## src/rtl/majority_bit_sampler.sv

```systemverilog
// 8N1-style serial receiver: 2-FF synchroniser, 3-sample majority vote per bit, byte out with noise/frame flags.
// Define PARITY_EN to add an even-parity bit after the data bits and drive parity_err.
module majority_bit_sampler #(
  parameter int CLKS_PER_SAMPLE = 54,
  parameter int OVERSAMPLE      = 16,
  parameter int DATA_BITS       = 8
) (
  input  logic                 clk,
  input  logic                 rst_n,
  input  logic                 rx_in,
  output logic [DATA_BITS-1:0] data_out,
  output logic                 data_valid,
  output logic                 noise_err,
  output logic                 frame_err,
  output logic                 parity_err
);

  localparam int M  = OVERSAMPLE / 2;
  localparam int CW = $clog2(CLKS_PER_SAMPLE);
  localparam int SW = $clog2(OVERSAMPLE);
  localparam int BW = $clog2(DATA_BITS + 1);

  localparam logic [CW-1:0] CLK_LAST = CW'(CLKS_PER_SAMPLE - 1);
  localparam logic [SW-1:0] S_LAST   = SW'(OVERSAMPLE - 1);
  localparam logic [SW-1:0] S_CAP0   = SW'(M - 1);
  localparam logic [SW-1:0] S_CAP1   = SW'(M);
  localparam logic [SW-1:0] S_VOTE   = SW'(M + 1);
  localparam logic [BW-1:0] BITS_ALL = BW'(DATA_BITS);

  typedef enum logic [2:0] {IDLE, START, DATA, PARITY, STOP} state_t;

  state_t                 state, state_next;
  logic                   rx_meta, rx_s, rx_prev;
  logic [CW-1:0]          clk_cnt;
  logic [SW-1:0]          s, s_inc;
  logic [BW-1:0]          bit_cnt;
  logic [DATA_BITS-1:0]   shift;
  logic                   samp_a, samp_b;
  logic                   noise_acc;
  logic                   tick, active, vote_now, bit_end, v, noisy, start_go;

  // s counts ticks elapsed within the bit, so actions key on the post-increment value
  always_comb begin
    tick       = (clk_cnt == CLK_LAST);
    s_inc      = (s == S_LAST) ? '0 : s + 1'b1;
    active     = (state != IDLE);
    vote_now   = active && tick && (s_inc == S_VOTE);
    bit_end    = active && tick && (s == S_LAST);
    v          = (samp_a & samp_b) | (samp_b & rx_s) | (samp_a & rx_s);
    noisy      = !((samp_a == samp_b) && (samp_b == rx_s));
    start_go   = 1'b0;
    state_next = state;
    case (state)
      IDLE: begin
        if (rx_prev && !rx_s) begin
          state_next = START;
          start_go   = 1'b1;
        end
      end
      START: begin
        if (vote_now && v) state_next = IDLE;
        else if (bit_end)  state_next = DATA;
      end
      DATA: begin
        if (bit_end && (bit_cnt == BITS_ALL)) begin
`ifdef PARITY_EN
          state_next = PARITY;
`else
          state_next = STOP;
`endif
        end
      end
      PARITY: begin
        if (bit_end) state_next = STOP;
      end
      STOP: begin
        if (vote_now) state_next = IDLE;
      end
      default: state_next = IDLE;
    endcase
  end

  always_ff @(posedge clk or negedge rst_n) begin
    if (!rst_n) state <= IDLE;
    else        state <= state_next;
  end

`ifdef PARITY_EN
  logic par_err_q;
`endif

  always_ff @(posedge clk or negedge rst_n) begin
    if (!rst_n) begin
      rx_meta    <= 1'b1;
      rx_s       <= 1'b1;
      rx_prev    <= 1'b1;
      clk_cnt    <= '0;
      s          <= '0;
      bit_cnt    <= '0;
      shift      <= '0;
      samp_a     <= 1'b0;
      samp_b     <= 1'b0;
      noise_acc  <= 1'b0;
      data_out   <= '0;
      data_valid <= 1'b0;
      noise_err  <= 1'b0;
      frame_err  <= 1'b0;
`ifdef PARITY_EN
      par_err_q  <= 1'b0;
      parity_err <= 1'b0;
`endif
    end else begin
      rx_meta    <= rx_in;
      rx_s       <= rx_meta;
      rx_prev    <= rx_s;
      data_valid <= 1'b0;

      // Restart the tick phase at the detected edge so samples land on bit centres
      if (start_go) begin
        clk_cnt   <= '0;
        s         <= '0;
        noise_acc <= 1'b0;
      end else begin
        clk_cnt <= tick ? '0 : clk_cnt + 1'b1;
        if (active && tick) s <= s_inc;
        if (vote_now) noise_acc <= noise_acc | noisy;
      end

      if (active && tick && (s_inc == S_CAP0)) samp_a <= rx_s;
      if (active && tick && (s_inc == S_CAP1)) samp_b <= rx_s;

      case (state)
        START: begin
          if (bit_end) bit_cnt <= '0;
        end
        DATA: begin
          if (vote_now) begin
            shift   <= (shift >> 1) | (DATA_BITS'(v) << (DATA_BITS - 1));
            bit_cnt <= bit_cnt + 1'b1;
          end
        end
`ifdef PARITY_EN
        PARITY: begin
          if (vote_now) par_err_q <= v ^ (^shift);
        end
`endif
        STOP: begin
          if (vote_now) begin
            data_out   <= shift;
            noise_err  <= noise_acc | noisy;
            frame_err  <= !v;
            data_valid <= 1'b1;
`ifdef PARITY_EN
            parity_err <= par_err_q;
`endif
          end
        end
        default: ;
      endcase
    end
  end

`ifndef PARITY_EN
  assign parity_err = 1'b0;
`endif

endmodule

```

## config.mk

```make
export PLATFORM = sky130hd
export DESIGN_NAME = majority_bit_sampler
export DESIGN_NICKNAME = d
export VERILOG_FILES = /design/src/rtl/majority_bit_sampler.sv
export SDC_FILE = /design/constraint.sdc
export NUM_CORES = 1
export LEC_CHECK = 0
export ABC_AREA = 1
export CAP_MARGIN = 40
export CELL_PAD_IN_SITES_DETAIL_PLACEMENT = 2
export CELL_PAD_IN_SITES_GLOBAL_PLACEMENT = 2
export CORE_AREA = 5 5 80 82
export CTS_BUF_LIST = sky130_fd_sc_hd__clkbuf_8 sky130_fd_sc_hd__clkbuf_16
export DETAILED_ROUTE_END_ITERATION = 6
export DIE_AREA = 0 0 85 87
export PLACE_DENSITY = 0.82
export SLEW_MARGIN = 20
export SYNTH_ARGS = -nofsm -noshare
export SYNTH_HDL_FRONTEND = slang
export SYNTH_SLANG_ARGS = --single-unit
```

## constraint.sdc

```tcl
create_clock -name clk -period 3.7 [get_ports clk]
set_input_delay 0.925 -clock clk [delete_from_list [all_inputs] [get_ports clk]]
set_output_delay 0.925 -clock clk [all_outputs]
set_load 0.05 [all_outputs]
```

==> impl_metrics.yaml, run 1 <==
setup_path:
  critPathKind: "flop to output pin"
  worstPathRequired_ps: 2770
  critPathMaxFanout: 2
  crit_path_end_kind: "output pin"
  path_cells: "clkdlybuf4s50_1"
  critPathBufInv: 1
  cp_slowest_cell: "clkdlybuf4s50_1"
  crit_family: "buffers and inverters"
  worstPathArrival_ps: 1480
  reg2reg_slack_ps: 1720
  critPathLaunchType: "flop"
  critPathMaxStageDelay_ps: 810
synth:
  synth_top_family_by_area: "simple AND/OR/NAND/NOR gates"
  synth-seq-area-share_pct: 50.7
  syn_area_um2: 2080
  synth_cell_type_count: 30
  ys.flop_type: "dfrtp_1"
  synth_warnings: 0
  synth_edf_count: 0
  synth_fa_ha_area_share_pct: 6.01
  synth_area_leaders: "dfrtp_1 (47%), nand2_1 (8.3%), ha_1 (6.0%)"
  synth-simple-area-share_pct: 23.6
  ys_ff_latch: 42
  yosys.area.top_type: "dfrtp_1"
  synth_compound_area_share_pct: 9.44
  yosys-top-cells-count: "nand2_1 (46), dfrtp_1 (39), inv_1 (30)"
  yosys.area.top_type_share_pct: 46.9
  syn_area_per_cell_um2: 9.25
  postSynth.asyncResetShare_pct: 100
  synthMuxAreaShare_pct: 0.481
  synth_xor_area_share_pct: 1.26
  synth_nets: 238
  synthCells: 225
  yosys.cell_count.top_type: "nand2_1"
floorplan:
  dieArea_um2: 7400
  top_level_ports: 15
  core.rowCount: 28
  start_util_pct: 36.7
  core-area_um2: 5680
  die_height_um: 87
  die_x_um: 85
final_layout:
  final_area_um2: 2380
  n_antenna_cell: 0
  synthToLayoutAreaGrowth_pct: 14.3
  n_fill_cell: 646
  drive_above_1_share_pct: 16.9
  final_nets: 255
drt:
  vias: 1517
  remaining_drc_errors: 0
  routed_via_density: 4.77
  dr.pass1.iters: 4
  wl_um: 4610
  drt_iter0_markers: 33
  wl_per_cell_um: 14.5
  ant_nets: 0
cts:
  cts_tree: "built"
  ctsHoldBuffers: 0
  root_buffer: "clkbuf_8"
  clock_latency_ps: 310
  cts_setup_buffers: 0
  cts_buffer_depth: 2
  clk_pin_slew_ps: 90
  cts-htree-levels: 2
  post_cts_resized: 0
  cts_made_buffers: 5
  cts_sinks: 42
timing:
  tightestPinTransition_ps: 505
  drv_slew: 0
  post-route-min-period_ps: 2400
  hold_slack_ps: 367
  slew-limit-headroom_pct: 66.3
  rsz0062_at_grt: "no"
  finalCritPeriodShare_pct: 65.0
  fin_worst_skew_ps: 9.35
  hold_violations: 0
  fmax_mhz: 416
  setup_viol: 0
  tns_ps: 0
place:
  gp_congestion: 0.741
  dpl-instance-area_um2: 2290
  dp_hpwl_um: 3560
  io_buffers: 13
power:
  p_leak_nw: 1.19
  power-per-cell-area_nw_per_um2: 422
  vdd_drop_max_mv: 0.195
global_route:
  gr-usage-all-layers_pct: 14.2
  grt_max_degree: 24
  antenna_found_initial: 0
  gr-total-overflow: 0
  grt_pass1_vias: 1738
  grt_pass1_wl_um: 8220
job:
  maxCapViolations: 0
hold_path:
  hp-class: "flop to flop"
status:
  status: "complete, no violations"
==> placed cells by master (no fill, tap or decap) <==
cell type,netlist,final
or2_2,1,1
inv_6,0,1
nor3_1,4,4
nand3_4,1,1
dfstp_2,3,3
o21ai_1,4,4
a21oi_1,3,3
nor2_4,1,1
clkdlybuf4s50_1,0,12
clkinvlp_4,0,2
nor2_2,3,3
nand2_2,3,3
nand4_1,5,5
buf_16,0,1
clkbuf_8,0,5
nor2_8,2,2
inv_2,5,5
and3_1,2,2
dfrtp_1,39,39
xor2_1,2,2
ha_1,10,10
o21ai_0,8,8
o21ai_2,12,12
nor3b_1,1,1
nand3_1,15,15
buf_2,0,1
inv_1,30,30
nor2_1,16,16
xnor2_1,1,1
conb_1,1,1
o211a_1,1,1
nand2_1,46,46
o22ai_1,1,1
mux2i_1,1,1
==> cells by family after synthesis <==
group | count (synthesis)
AND/OR/NAND/NOR | 100
AO/OA/AOI/OAI | 29
buffers and inverters | 39
XOR/XNOR | 3
flip-flops | 42
adder cells (fa/ha/maj) | 10
multiplexers | 1
other | 1
==> final timing paths <==
check                            start     endpoint  cells after the start
max in group asynchronous        rst_n     state[1]                      2
min reg2reg                    rx_meta         rx_s                      0
max reg2reg                       s[1]  data_out[5]                     10
min                            rx_meta         rx_s                      0
min in group asynchronous        rst_n       samp_b                      1
max                        data_out[5]  data_out[5]                      1
==> through the flow <==
stage / worst slack [ps] / cells / util [%] / power (mW)
6_report: 1300 / 318 / 41.9 / 1.00
5_1_grt: 1220 / 318 / 41.9 / 1.07
4_1_cts: 1270 / 318 / 41.9 / 1.03
3_5_place_dp: 1630 / 310 / 40.3 / 0.708
3_3_place_gp: 1640 / 309 / 39.8 / 0.689
2_1_floorplan: 2140 / 225 / - / 0.655
==> sequential cells by signal, summed over array words and instances, names as in the netlist <==
register	flops
bit_cnt	4
frame_err	1
data_valid	1
data_out	8
clk_cnt	6
samp_a	1
rx_meta	1
samp_b	1
s	4
noise_acc	1
shift	8
rx_s	1
state	3
noise_err	1
rx_prev	1
==> layout make-up <==
class,count,area (um2),share of cell area (%)
Multi-Input combinational cell,144,853,35.9
Sequential cell,42,1050,44.3
Tap cell,75,93.8,3.95
Timing Repair Buffer,14,153,6.42
Clock inverter,3,23.8,0.999
Inverter,35,131,5.52
Clock buffer,5,68.8,2.89
==> layer usage <==
layer	up-vias	part of all wire, %	GRT usage, %
li1	744	-	-
met1	754	43	17.2
met2	12	53	24.2
met3	7	2.0	3.78
met4	0	1.7	5.18
met5	-	0	0
==> power breakdown <==
part	switching, mW	internal (mW)
clock	0.178	0.135
combinational	0.0880	0.0607
sequential	0.0420	0.501
(Power assumes the default switching activity.)
==> run 2, diff against run 1 <==
--- a/config.mk
+++ b/config.mk
@@ -9,11 +9,11 @@
 export CAP_MARGIN = 40
 export CELL_PAD_IN_SITES_DETAIL_PLACEMENT = 2
 export CELL_PAD_IN_SITES_GLOBAL_PLACEMENT = 2
-export CORE_AREA = 5 5 80 82
+export CORE_AREA = 5 5 86 88
 export CTS_BUF_LIST = sky130_fd_sc_hd__clkbuf_8 sky130_fd_sc_hd__clkbuf_16
 export DETAILED_ROUTE_END_ITERATION = 6
-export DIE_AREA = 0 0 85 87
-export PLACE_DENSITY = 0.82
+export DIE_AREA = 0 0 91 93
+export PLACE_DENSITY = 0.75
 export SLEW_MARGIN = 20
 export SYNTH_ARGS = -nofsm -noshare
 export SYNTH_HDL_FRONTEND = slang
==> constraint.sdc (replaced) <==
create_clock -name clk -period 1.9 [get_ports clk]
set_input_delay 0.475 -clock clk [delete_from_list [all_inputs] [get_ports clk]]
set_output_delay 0.475 -clock clk [all_outputs]
set_load 0.05 [all_outputs]
==> run 2 against run 1 <==
First-iteration DRC count up 15%; clock skew down 1.3 ps; die area up 14%; power up 110%; register-to-register slack worse by 1700 ps; sequential power up 97%; wire length up 16%; critical endpoint is now state[2]; largest cell class unchanged; largest power group unchanged.
==> impl_metrics.yaml, run 2 (synthesized netlist as in run 1, its figures left out) <==
timing:
  finalCritPeriodShare_pct: 96.8
  post-route-min-period_ps: 1840
  slew-limit-headroom_pct: 57.0
  hold_slack_ps: 80.4
  fin_worst_skew_ps: 8.00
  hold_violations: 0
  fmax_mhz: 544
  tightestPinTransition_ps: 640
  setup_viol: 0
  drv_slew: 0
floorplan:
  core-area_um2: 6570
  die_height_um: 93
  dieArea_um2: 8460
  top_level_ports: 15
  die_x_um: 91
  core.rowCount: 30
  start_util_pct: 31.7
setup_path:
  reg2reg_slack_ps: 60
  crit_path_end_kind: "flop"
  critPathKind: "flop to flop"
  critPathLaunchType: "flop"
  critPathMaxFanout: 6
  worstPathArrival_ps: 2070
  worstPathRequired_ps: 2130
power:
  p_leak_nw: 1.34
  power-per-cell-area_nw_per_um2: 827
  vdd_drop_max_mv: 0.321
place:
  dpl.cell_count: 318
  dp_hpwl_um: 3560
  io_buffers: 13
  dpl-instance-area_um2: 2290
  gp_congestion: 0.794
cts:
  cts-htree-levels: 2
  cts_made_buffers: 5
  cts_tree: "built"
  clock_latency_ps: 300
  root_buffer: "clkbuf_8"
  cts_sinks: 42
  clk_pin_slew_ps: 90
  cts_buffer_depth: 2
  ctsHoldBuffers: 0
drt:
  ant_nets: 0
  vias: 1614
  drt_iter0_markers: 38
  routed_via_density: 4.80
  dr.pass1.iters: 4
  remaining_drc_errors: 0
  wl_um: 5350
  wl_per_cell_um: 15.9
hold_path:
  hp-class: "input pin to async pin"
final_layout:
  fin_util_pct: 39.2
  drive_above_1_share_pct: 28.1
  final_area_um2: 2580
  top_regs: "data_out x8, shift x8, clk_cnt x6"
  final_common_cell: "nand2_1"
  layout_common_cells: "nand2_1 (43), dfrtp_1 (37), inv_1 (30), buf_4 (19)"
  synthToLayoutAreaGrowth_pct: 23.8
  final_nets: 268
  n_antenna_cell: 0
  final_cells: 336
global_route:
  gr-usage-all-layers_pct: 12.1
  gr-total-overflow: 0
  grt_pass1_wl_um: 8450
  grt_pass1_vias: 1776
  antenna_found_initial: 0
  grt_max_degree: 29
job:
  maxCapViolations: 0
status:
  status: "complete, no violations"
==> run 2: cell types whose count changed in the layout (fill, tap and decap cells not counted), sizes merged <==
| cell | delta |
|---|---|
| clkbuf | +2 |
| buf | +22 |
| clkinvlp | -1 |
| clkdlybuf4s50 | -11 |
| bufinv | +1 |
==> run 2: final timing paths <==
path / start / endpoint / depth (start not counted)
setup / recovery: s[0] / state[2] / 11
hold / removal: rst_n / noise_err / 1
setup reg to reg: s[0] / state[2] / 11
hold reg to reg: rx_meta / rx_s / 0
max in group asynchronous: rst_n / clk_cnt[2] / 2
min in group clk: rx_meta / rx_s / 0
==> run 2: worst max-delay path, stage by stage, from the launching register on <==
cell and delay (ps):
dfrtp_2 450, ha_1 230, nor2_1 140, nor2_1 80
nor2_2 150, nand3_4 160, nand2_4 100, nand2_1 60
nor2_2 130, buf_4 120, nand3_1 70, nand2_1 60
==> run 2: area by class of cell <==
class	count	area, um2
clock buffer	5	68.8
multi-input combinational	144	896
tap	80	100
sequential	42	1060
clock inverter	3	41.3
fill	717	3990
inverter	35	134
timing repair buffer	27	279
==> run 2: per-stage QoR <==
step / setup TNS, ps / power, mW / worst slack, ps
after floorplan: 0 / 1.28 / 337
after global placement: 0 / 1.35 / 155
after detailed placement: 0 / 1.37 / 72.3
after CTS: 0 / 2.10 / 51.9
after global routing: -134 / 2.26 / -29.9
final: 0 / 2.13 / 61.6
==> run 2: per-layer routing <==
layer	GRT usage (%)	wire, um	up-vias
met4	3.55	60	0
li1	-	-	771
met2	21.5	2780	12
met5	0	0	-
met3	1.93	73	4
met1	15.2	2440	827
==> run 2: where the power goes <==
part           leakage (nW)  total [mW]  switching [mW]  internal [mW]
registers             0.558        1.07          0.0943          0.976
clock network        0.0556       0.712           0.325          0.387
logic                 0.728       0.349           0.196          0.153
==> run 2: timing repair <==
action | 4_1_cts | 5_1_grt
hold endpoints to repair | 0 | 0
buffers inserted | 0 | 8
setup endpoints to repair | 0 | 16
gates resized for setup | 0 | 15
